`src/rtl/dec_pkg.sv`:
```
// Shared constants and state type for the dec count sequencer
// and the one-hot select decoder it feeds.
package dec_pkg;

  localparam int CNT_W  = 8;
  localparam int PASS_W = 8;

  typedef enum logic {
    IDLE = 1'b0,
    RUN  = 1'b1
  } state_e;

endpackage

```
`src/rtl/dec_count_sequencer_if.sv`:
```
// Valid/ready code stream from the sequencer
// to the select decoder.
interface dec_count_sequencer_if
  import dec_pkg::*;
#(
  parameter int CNT_W = dec_pkg::CNT_W
);

  logic [CNT_W-1:0] count;
  logic             count_valid;
  logic             count_ready;

  modport master (
    output count,
    output count_valid,
    input  count_ready
  );

  modport slave (
    input  count,
    input  count_valid,
    output count_ready
  );

endinterface

```
`src/rtl/dec_count_sequencer.sv`:
```
// Sweeps [first..last] one code per handshake,
// one-shot or wrapping, with pass counting.
module dec_count_sequencer
  import dec_pkg::*;
#(
  parameter int CNT_W  = dec_pkg::CNT_W,
  parameter int PASS_W = dec_pkg::PASS_W
) (
  input  logic              clk,
  input  logic              rst_n,
  input  logic              start,
  input  logic              abort,
  input  logic [CNT_W-1:0]  cfg_first,
  input  logic [CNT_W-1:0]  cfg_last,
  input  logic              cfg_wrap,
  dec_count_sequencer_if.master cif,
  output logic              busy,
  output logic              done,
  output logic              err,
  output logic [PASS_W-1:0] passes
);

  state_e           state;
  state_e           state_nx;
  logic [CNT_W-1:0] count_q;
  logic [CNT_W-1:0] first_q;
  logic [CNT_W-1:0] last_q;
  logic             wrap_q;
  logic             hs;
  logic             at_last;
  logic             accept;
  logic             reject;
  logic             step;
  logic             finish;

  assign cif.count       = count_q;
  assign cif.count_valid = (state == RUN);
  assign busy            = (state == RUN);

  always_comb begin
    hs       = cif.count_valid & cif.count_ready;
    at_last  = (count_q == last_q);
    accept   = 1'b0;
    reject   = 1'b0;
    step     = 1'b0;
    finish   = 1'b0;
    state_nx = state;
    unique case (state)
      IDLE: begin
        accept = start & (cfg_first <= cfg_last);
        reject = start & (cfg_first > cfg_last);
        if (accept) state_nx = RUN;
      end
      RUN: begin
        // abort outranks a simultaneous handshake
        step   = hs & ~abort;
        finish = step & at_last & ~wrap_q;
        if (abort | finish) state_nx = IDLE;
      end
      default: state_nx = IDLE;
    endcase
  end

  always_ff @(posedge clk) begin
    if (!rst_n) state <= IDLE;
    else        state <= state_nx;
  end

  always_ff @(posedge clk) begin
    if (!rst_n) begin
      count_q <= '0;
      first_q <= '0;
      last_q  <= '0;
      wrap_q  <= 1'b0;
      passes  <= '0;
      done    <= 1'b0;
      err     <= 1'b0;
    end else begin
      done <= finish;
      err  <= reject;
      unique case (1'b1)
        accept: begin
          first_q <= cfg_first;
          last_q  <= cfg_last;
          wrap_q  <= cfg_wrap;
          count_q <= cfg_first;
          passes  <= '0;
        end
        step: begin
          if (!at_last) begin
            count_q <= count_q + CNT_W'(1);
          end else begin
            if (wrap_q) count_q <= first_q;
            if (passes != '1) passes <= passes + PASS_W'(1);
          end
        end
        default: ;
      endcase
    end
  end

endmodule

```
`src/flat_wrapper.sv`:
```
// flat-port wrapper written by rule: the top's interface ports become plain ports
module dec_count_sequencer_flat import dec_pkg::*;
#(
  parameter int CNT_W  = dec_pkg::CNT_W,
  parameter int PASS_W = dec_pkg::PASS_W
)
  (clk, rst_n, start, abort, cfg_first, cfg_last, cfg_wrap, busy, done, err, passes, cif_count, cif_count_valid, cif_count_ready);
  dec_count_sequencer_if #(.CNT_W(CNT_W)) cif_i ();
  input  logic clk;
  input  logic rst_n;
  input  logic start;
  input  logic abort;
  input  logic [CNT_W-1:0] cfg_first;
  input  logic [CNT_W-1:0] cfg_last;
  input  logic cfg_wrap;
  output logic busy;
  output logic done;
  output logic err;
  output logic [PASS_W-1:0] passes;
  output wire logic [$bits(cif_i.count)-1:0] cif_count;
  output wire logic [$bits(cif_i.count_valid)-1:0] cif_count_valid;
  input wire logic [$bits(cif_i.count_ready)-1:0] cif_count_ready;
  assign cif_count = cif_i.count;
  assign cif_count_valid = cif_i.count_valid;
  assign cif_i.count_ready = cif_count_ready;
  dec_count_sequencer #(.CNT_W(CNT_W), .PASS_W(PASS_W)) u_core (.clk(clk), .rst_n(rst_n), .start(start), .abort(abort), .cfg_first(cfg_first), .cfg_last(cfg_last), .cfg_wrap(cfg_wrap), .cif(cif_i), .busy(busy), .done(done), .err(err), .passes(passes));
endmodule
```
`config.mk`:
```
export PLATFORM = sky130hd
export DESIGN_NAME = dec_count_sequencer_flat
export DESIGN_NICKNAME = d
export VERILOG_FILES = /design/src/rtl/dec_pkg.sv /design/src/rtl/dec_count_sequencer_if.sv /design/src/rtl/dec_count_sequencer.sv /design/src/flat_wrapper.sv
export SDC_FILE = /design/constraint.sdc
export NUM_CORES = 1
export LEC_CHECK = 0
export ABC_CLOCK_PERIOD_IN_PS = 4280
export BUFFER_PORTS_ARGS = -buffer_cell sky130_fd_sc_hd__buf_2
export CORE_ASPECT_RATIO = 0.9
export CORE_UTILIZATION = 50
export DETAILED_ROUTE_END_ITERATION = 6
export PLACE_DENSITY = 0.78
export REMOVE_ABC_BUFFERS = 1
export SLEW_MARGIN = 10
export SYNTH_ARGS = -nofsm -noshare
export SYNTH_HDL_FRONTEND = slang
export SYNTH_SLANG_ARGS = --single-unit
```
`constraint.sdc`:
```
create_clock -name clk -period 4.28 [get_ports clk]
set_input_delay 0.214 -clock clk [delete_from_list [all_inputs] [get_ports clk]]
set_output_delay 0.214 -clock clk [all_outputs]
set_load 0.02 [all_outputs]
```
==> results of run 1 <==
[cells by family after synthesis]
family          count (synthesis)  synth area share
mux                            11            0.0523
simple gates                   72             0.183
buf+inv                        24            0.0547
flops                          36             0.339
compound gates                 64             0.250
xor+xnor                       15            0.0617
fa+ha+maj                      10            0.0588
[worst paths after layout]
kind | to | slack [ps] | startpoint | cells after the start
worst min-delay path | u_core.wrap_q$_SDFFE_PN0P_ | 160 | cfg_wrap | 3
worst max-delay path | u_core.first_q[5]$_SDFFE_PN0P_ | 1810 | cfg_first[7] | 7
worst max register to register | u_core.first_q[5]$_SDFFE_PN0P_ | 1990 | u_core.busy$_SDFF_PN0_ | 3
worst min register to register | u_core.first_q[0]$_SDFFE_PN0P_ | 460 | u_core.first_q[0]$_SDFFE_PN0P_ | 2
[layer usage]
metal	vias to the layer above	routed length, um
met5	-	0
met4	0	74
met3	8	333
met2	60	2300
met1	858	2410
li1	931	-
[critical path: stages]
cell and delay, ps:
sky130_fd_sc_hd__buf_2 120, sky130_fd_sc_hd__ha_1 320, sky130_fd_sc_hd__a21oi_1 150, sky130_fd_sc_hd__o21ai_0 250
sky130_fd_sc_hd__o22a_2 420, sky130_fd_sc_hd__nor2_1 940, sky130_fd_sc_hd__mux2i_1 290
[cells in the mapped netlist (2+ instances only)]
cell type                  instances
sky130_fd_sc_hd__dfxtp_1          36
sky130_fd_sc_hd__nand2_1          31
sky130_fd_sc_hd__a21oi_1          16
sky130_fd_sc_hd__xor2_1           13
sky130_fd_sc_hd__ha_1             10
sky130_fd_sc_hd__inv_1            10
sky130_fd_sc_hd__mux2i_1          10
sky130_fd_sc_hd__o211ai_1          7
sky130_fd_sc_hd__o41ai_1           7
sky130_fd_sc_hd__a211oi_1          6
sky130_fd_sc_hd__a22o_1            6
sky130_fd_sc_hd__nor2_1            6
sky130_fd_sc_hd__clkbuf_1          5
sky130_fd_sc_hd__nand3_1           5
sky130_fd_sc_hd__and3_1            4
sky130_fd_sc_hd__buf_4             4
sky130_fd_sc_hd__nand2b_1          4
sky130_fd_sc_hd__nor3_1            4
sky130_fd_sc_hd__buf_2             3
sky130_fd_sc_hd__nand4_1           3
sky130_fd_sc_hd__a21o_1            2
sky130_fd_sc_hd__a222oi_1          2
sky130_fd_sc_hd__a31oi_1           2
sky130_fd_sc_hd__nor3_2            2
sky130_fd_sc_hd__nor3b_1           2
sky130_fd_sc_hd__nor4_2            2
sky130_fd_sc_hd__xnor2_1           2
[per-stage QoR]
stage	power (uW)	hold slack [ps]	std cells	utilization	setup WS, ps
after floorplan	507	332	219	-	2070
after global placement	561	442	309	0.571	1680
after detailed placement	565	454	309	0.571	1530
after CTS	827	165	316	0.595	1830
after global routing	861	175	316	0.595	1630
final	824	165	316	0.595	1810
[area by class of cell]
cell class,instances,area (um^2)
fill,377,1650
multi-input combinational,172,1290
sequential,36,721
timing repair buffer,42,213
clock buffer,7,96.3
tap,48,60.1
inverter,11,41.3
[report_power, final]
part           internal, uW  switching (uW)
Combinational          69.8             107
Sequential              357            26.2
Clock                   143             120
[registers in the layout, summed over array words and instances (netlist names)]
name              count
u_core.last_q         8
u_core.cif.count      8
u_core.err            1
u_core.first_q        8
u_core.wrap_q         1
u_core.passes         8
u_core.busy           1
u_core.done           1
==> reports/results.tsv, run 1 <==
metric	value	unit
status	complete, but fails checks	
failed_checks	design-rule violations	
synth_edf_count	0	
timing.fmax	404	MHz
totalNegativeSetupSlack	0	ps
mostFrequentLayoutCell	sky130_fd_sc_hd__buf_2	
cts_buffers	5	
postCtsSetupBuffers	0	
num_vias	1857	
grt_pass1_vias	1714	
critPathMaxFanout	16	
final_antenna_net_count	0	
global_route_wire_length_before_repair	8430	um
drt_wl_total	5120	um
largest_net_degree_at_the_start_of_global_routing	35	
worst-setup-path-type	in2reg	
worst_skew_pair.late_latency	300	ps
clk_pin_slew_worst_paths	70	ps
post_synth_main_area_contributors	sky130_fd_sc_hd__dfxtp_1 (34%), sky130_fd_sc_hd__ha_1 (5.9%), sky130_fd_sc_hd__nand2_1 (5.5%)	
timing.critical_path.arrival	2700	ps
timing.critical_path.from_type	input port	
max-cap-violations	0	
hold_violations	0	
insertedDiodeCount	0	
core	4070	um^2
grt_use_met3	0.0536	
final_cell_area	2420	um^2
ys_seq_area_frac	0.339	
finalMaxSlewViolations	0	
post-synth-top-area-fraction	0.339	
synth-warning-count	0	
dp_hpwl	3600	um
post_synth_instance_area	2130	um^2
globalplace.congestion	0.867	
initial_cell_density_of_the_core	0.522	
port-buffer-count	41	
synthDominantAreaCellType	sky130_fd_sc_hd__dfxtp_1	
top_level_ports	42	
power_leakage	0.00107	uW
cts_tree	done	
post-route-period-util	0.578	
share_of_final_layout_standard_cells_stronger_than_drive_strength_1	0.261	
hold_path.class	in2reg	
setup_violation_total_in_the_final_timing_report	0	
overflow	0	
initialDrtViolationCount	140	
die_y	63.9	um
finClkSkew	8.86	ps
drcViolationCount	4	
postCtsHoldBufs	0	
flow.area_growth_from_synthesis	13.8	%
post_synth_inst_count	232	
clock-root-buffer	sky130_fd_sc_hd__clkbuf_8	
final_nets	300	
synth.avg_cell_area	9.17	um^2
grt-busiest-layer	met2	
ys_dominant_reg_cell	sky130_fd_sc_hd__dfxtp_1	
endpoint_type_of_the_worst_setup_path	flip-flop	
detail_route.first_pass.iterations	6	
use_met2	0.361	
worst_pin_slew	1200	ps
routed_wire_length_per_instance	16.2	um
grtUsageTotal	0.242	
postPlaceCellArea	2330	um^2
yosys_register_bits	36	
rsz_0062_raised_after_global_routing	no	
worst_ep_required_time	4510	ps
fp.dieW	70.8	um
detail_route.vias_per_cell	5.88	
highest_count_cells_in_the_layout_ignoring_fill_and_taps	sky130_fd_sc_hd__buf_2 (41), sky130_fd_sc_hd__dfxtp_1 (36), sky130_fd_sc_hd__nand2_1 (31)	
numClockSinks	36	
async_flop_share	0	
antenna_violations_before_repair	0	
maxSlewHeadroom	0.196	
post_cts.resized_instances	0	
cts-htree-levels	2	
die_area	4520	um^2
globalRouteMet1Util	0.334	
clk_path_buf_depth	2	
synthDistinctLibCells	55	
final_period_minus_worst_setup_slack	2470	ps
p_per_area	340	nW/um^2
worst_ir_drop_vdd	199	uV
core.rowCount	22	
No activity file was read; power rests on OpenSTA's default activity.
==> run 2, diff against run 1 <==
--- a/config.mk
+++ b/config.mk
@@ -5,7 +5,7 @@
 export SDC_FILE = /design/constraint.sdc
 export NUM_CORES = 1
 export LEC_CHECK = 0
-export ABC_CLOCK_PERIOD_IN_PS = 4280
+export ABC_CLOCK_PERIOD_IN_PS = 2500
 export BUFFER_PORTS_ARGS = -buffer_cell sky130_fd_sc_hd__buf_2
 export CORE_ASPECT_RATIO = 0.9
 export CORE_UTILIZATION = 50
==> constraint.sdc (replaced) <==
create_clock -name clk -period 2.5 [get_ports clk]
set_input_delay 0.125 -clock clk [delete_from_list [all_inputs] [get_ports clk]]
set_output_delay 0.125 -clock clk [all_outputs]
set_load 0.02 [all_outputs]
==> reports/results.tsv, run 2 (synthesized netlist as in run 1, its figures left out) <==
metric	value	unit
status	complete, but fails checks	
failed_checks	design-rule violations	
highest_count_cells_in_the_layout_ignoring_fill_and_taps	sky130_fd_sc_hd__buf_2 (41), sky130_fd_sc_hd__dfxtp_1 (36), sky130_fd_sc_hd__nand2_1 (31)	
fp.dieW	70.8	um
drcViolationCount	4	
fillCellCount	376	
final_period_minus_worst_setup_slack	2100	ps
insertedDiodeCount	0	
num_vias	1971	
utilization	0.613	
final_nets	310	
globalplace.congestion	0.889	
maxSlewHeadroom	0.649	
crit-reg2reg-launch	u_core.cif.count[0]$_SDFFE_PN0P_	
reg2regPathDepth	6	
core	4070	um^2
clk_pin_slew_worst_paths	70	ps
worst-setup-path-type	reg2reg	
r2r_slack	400	ps
port-buffer-count	41	
routed_wire_length_per_instance	16.3	um
timing.critical_path.from_type	flip-flop	
dp_hpwl	3860	um
cpPeakStageDelay	460	ps
mostFrequentLayoutCell	sky130_fd_sc_hd__buf_2	
initialDrtViolationCount	152	
cts-htree-levels	2	
rsz_0062_raised_after_global_routing	no	
post-route-period-util	0.838	
finClkSkew	5.36	ps
numClockSinks	36	
antenna_violations_before_repair	0	
critPathMaxFanout	7	
die_area	4520	um^2
worst_skew_pair.late_latency	290	ps
overflow	0	
p_per_area	573	nW/um^2
totalNegativeSetupSlack	0	ps
clock-root-buffer	sky130_fd_sc_hd__clkbuf_8	
flow.area_growth_from_synthesis	17.3	%
hold_violations	0	
timing.hold.ws	81.5	ps
critPathBufInv	0	
endpoint_type_of_the_worst_setup_path	flip-flop	
worst_ep_required_time	2670	ps
cts_tree	done	
power_leakage	0.00112	uW
grtUsageTotal	0.249	
postCtsSetupBuffers	0	
core.rowCount	22	
worst_path_top_cell_family_by_delay	simple AND/OR/NAND/NOR gates	
top_level_ports	42	
detail_route.first_pass.iterations	7	
cp_cell_sequence	xor2_1, nor4_2, and3_1, nand2b_1, a21oi_1, a211oi_1	
global_route_wire_length_before_repair	8820	um
crit_path_top_delay_cell	sky130_fd_sc_hd__dfxtp_1	
hold_path.class	in2reg	
min_delay_path_depth	3	
postCtsHoldBufs	0	
die_y	63.9	um
setup_violation_total_in_the_final_timing_report	0	
max-cap-violations	0	
cts_buffers	5	
initial_cell_density_of_the_core	0.522	
clk_path_buf_depth	2	
worst_pin_slew	520	ps
post_cts.resized_instances	0	
final_antenna_net_count	0	
drt_wl_total	5330	um
share_of_final_layout_standard_cells_stronger_than_drive_strength_1	0.288	
timing.critical_path.arrival	2260	ps
detail_route.vias_per_cell	6.05	
hold_path.startpoint	cfg_wrap	
whs_endpoint	u_core.wrap_q$_SDFFE_PN0P_	
finalMaxSlewViolations	0	
timing.fmax	477	MHz
rr_endpoint	u_core.cif.count[7]$_SDFFE_PN0P_	
worst_ir_drop_vdd	359	uV
largest_net_degree_at_the_start_of_global_routing	34	
grt_pass1_vias	1852	
-- run 2: changes by cell type in the layout (fill, tap and decap cells not counted), sizes merged --
cell  delta
buf     +10
-- run 2: metrics by stage --
stage / power (uW) / instances / worst slack (ps) / area [um^2]
finish: 1430 / 326 / 404 / 2500
global route: 1490 / 326 / 344 / 2500
CTS: 1430 / 326 / 458 / 2500
detailed placement: 985 / 319 / 408 / 2400
global placement: 977 / 319 / 456 / 2400
floorplan: 867 / 219 / 301 / 2050
-- run 2: tightest hold or removal path: cells and delay by family --
family	cells	cell delay (ps)
AND/OR/NAND/NOR	1	50
multiplexers	1	60
buffers and inverters	1	90
-- run 2: worst max path at each step --
| stage | start | to | slack [ps] | cells past startpoint |
|---|---|---|---|---|
| floorplan | u_core.busy$_SDFF_PN0_ | u_core.cif.count[0]$_SDFFE_PN0P_ | 300 | 5 |
| global placement | cfg_first[1] | u_core.cif.count[6]$_SDFFE_PN0P_ | 460 | 8 |
| detailed placement | cfg_first[1] | u_core.cif.count[6]$_SDFFE_PN0P_ | 410 | 8 |
| CTS | u_core.cif.count[0]$_SDFFE_PN0P_ | u_core.passes[0]$_SDFFE_PN0P_ | 460 | 6 |
| global route | u_core.cif.count[0]$_SDFFE_PN0P_ | u_core.passes[0]$_SDFFE_PN0P_ | 340 | 6 |
| finish | u_core.cif.count[0]$_SDFFE_PN0P_ | u_core.cif.count[7]$_SDFFE_PN0P_ | 400 | 6 |
-- run 2: power by group --
| part | leakage [uW] | switching, uW | internal (uW) |
|---|---|---|---|
| combinational | 0.000772 | 193 | 133 |
| clock | 0.0000503 | 209 | 245 |
| sequential | 0.000294 | 40.9 | 611 |
-- run 2: layout make-up --
cell class                 instances  area [um^2]  share of cell area
multi-input combinational        172         1290               0.517
sequential                        36          721               0.289
timing repair buffer              52          288               0.115
clock buffer                       7         96.3              0.0386
tap                               48         60.1              0.0240
inverter                          11         41.3              0.0165
-- run 2: per-layer routing --
metal | global-route usage | wire [um] | vias to the layer above
met5 | 0 | 0 | -
met3 | 0.0489 | 421 | 8
met4 | 0.0950 | 89 | 0
met2 | 0.407 | 2400 | 95
met1 | 0.325 | 2420 | 923
li1 | - | - | 945
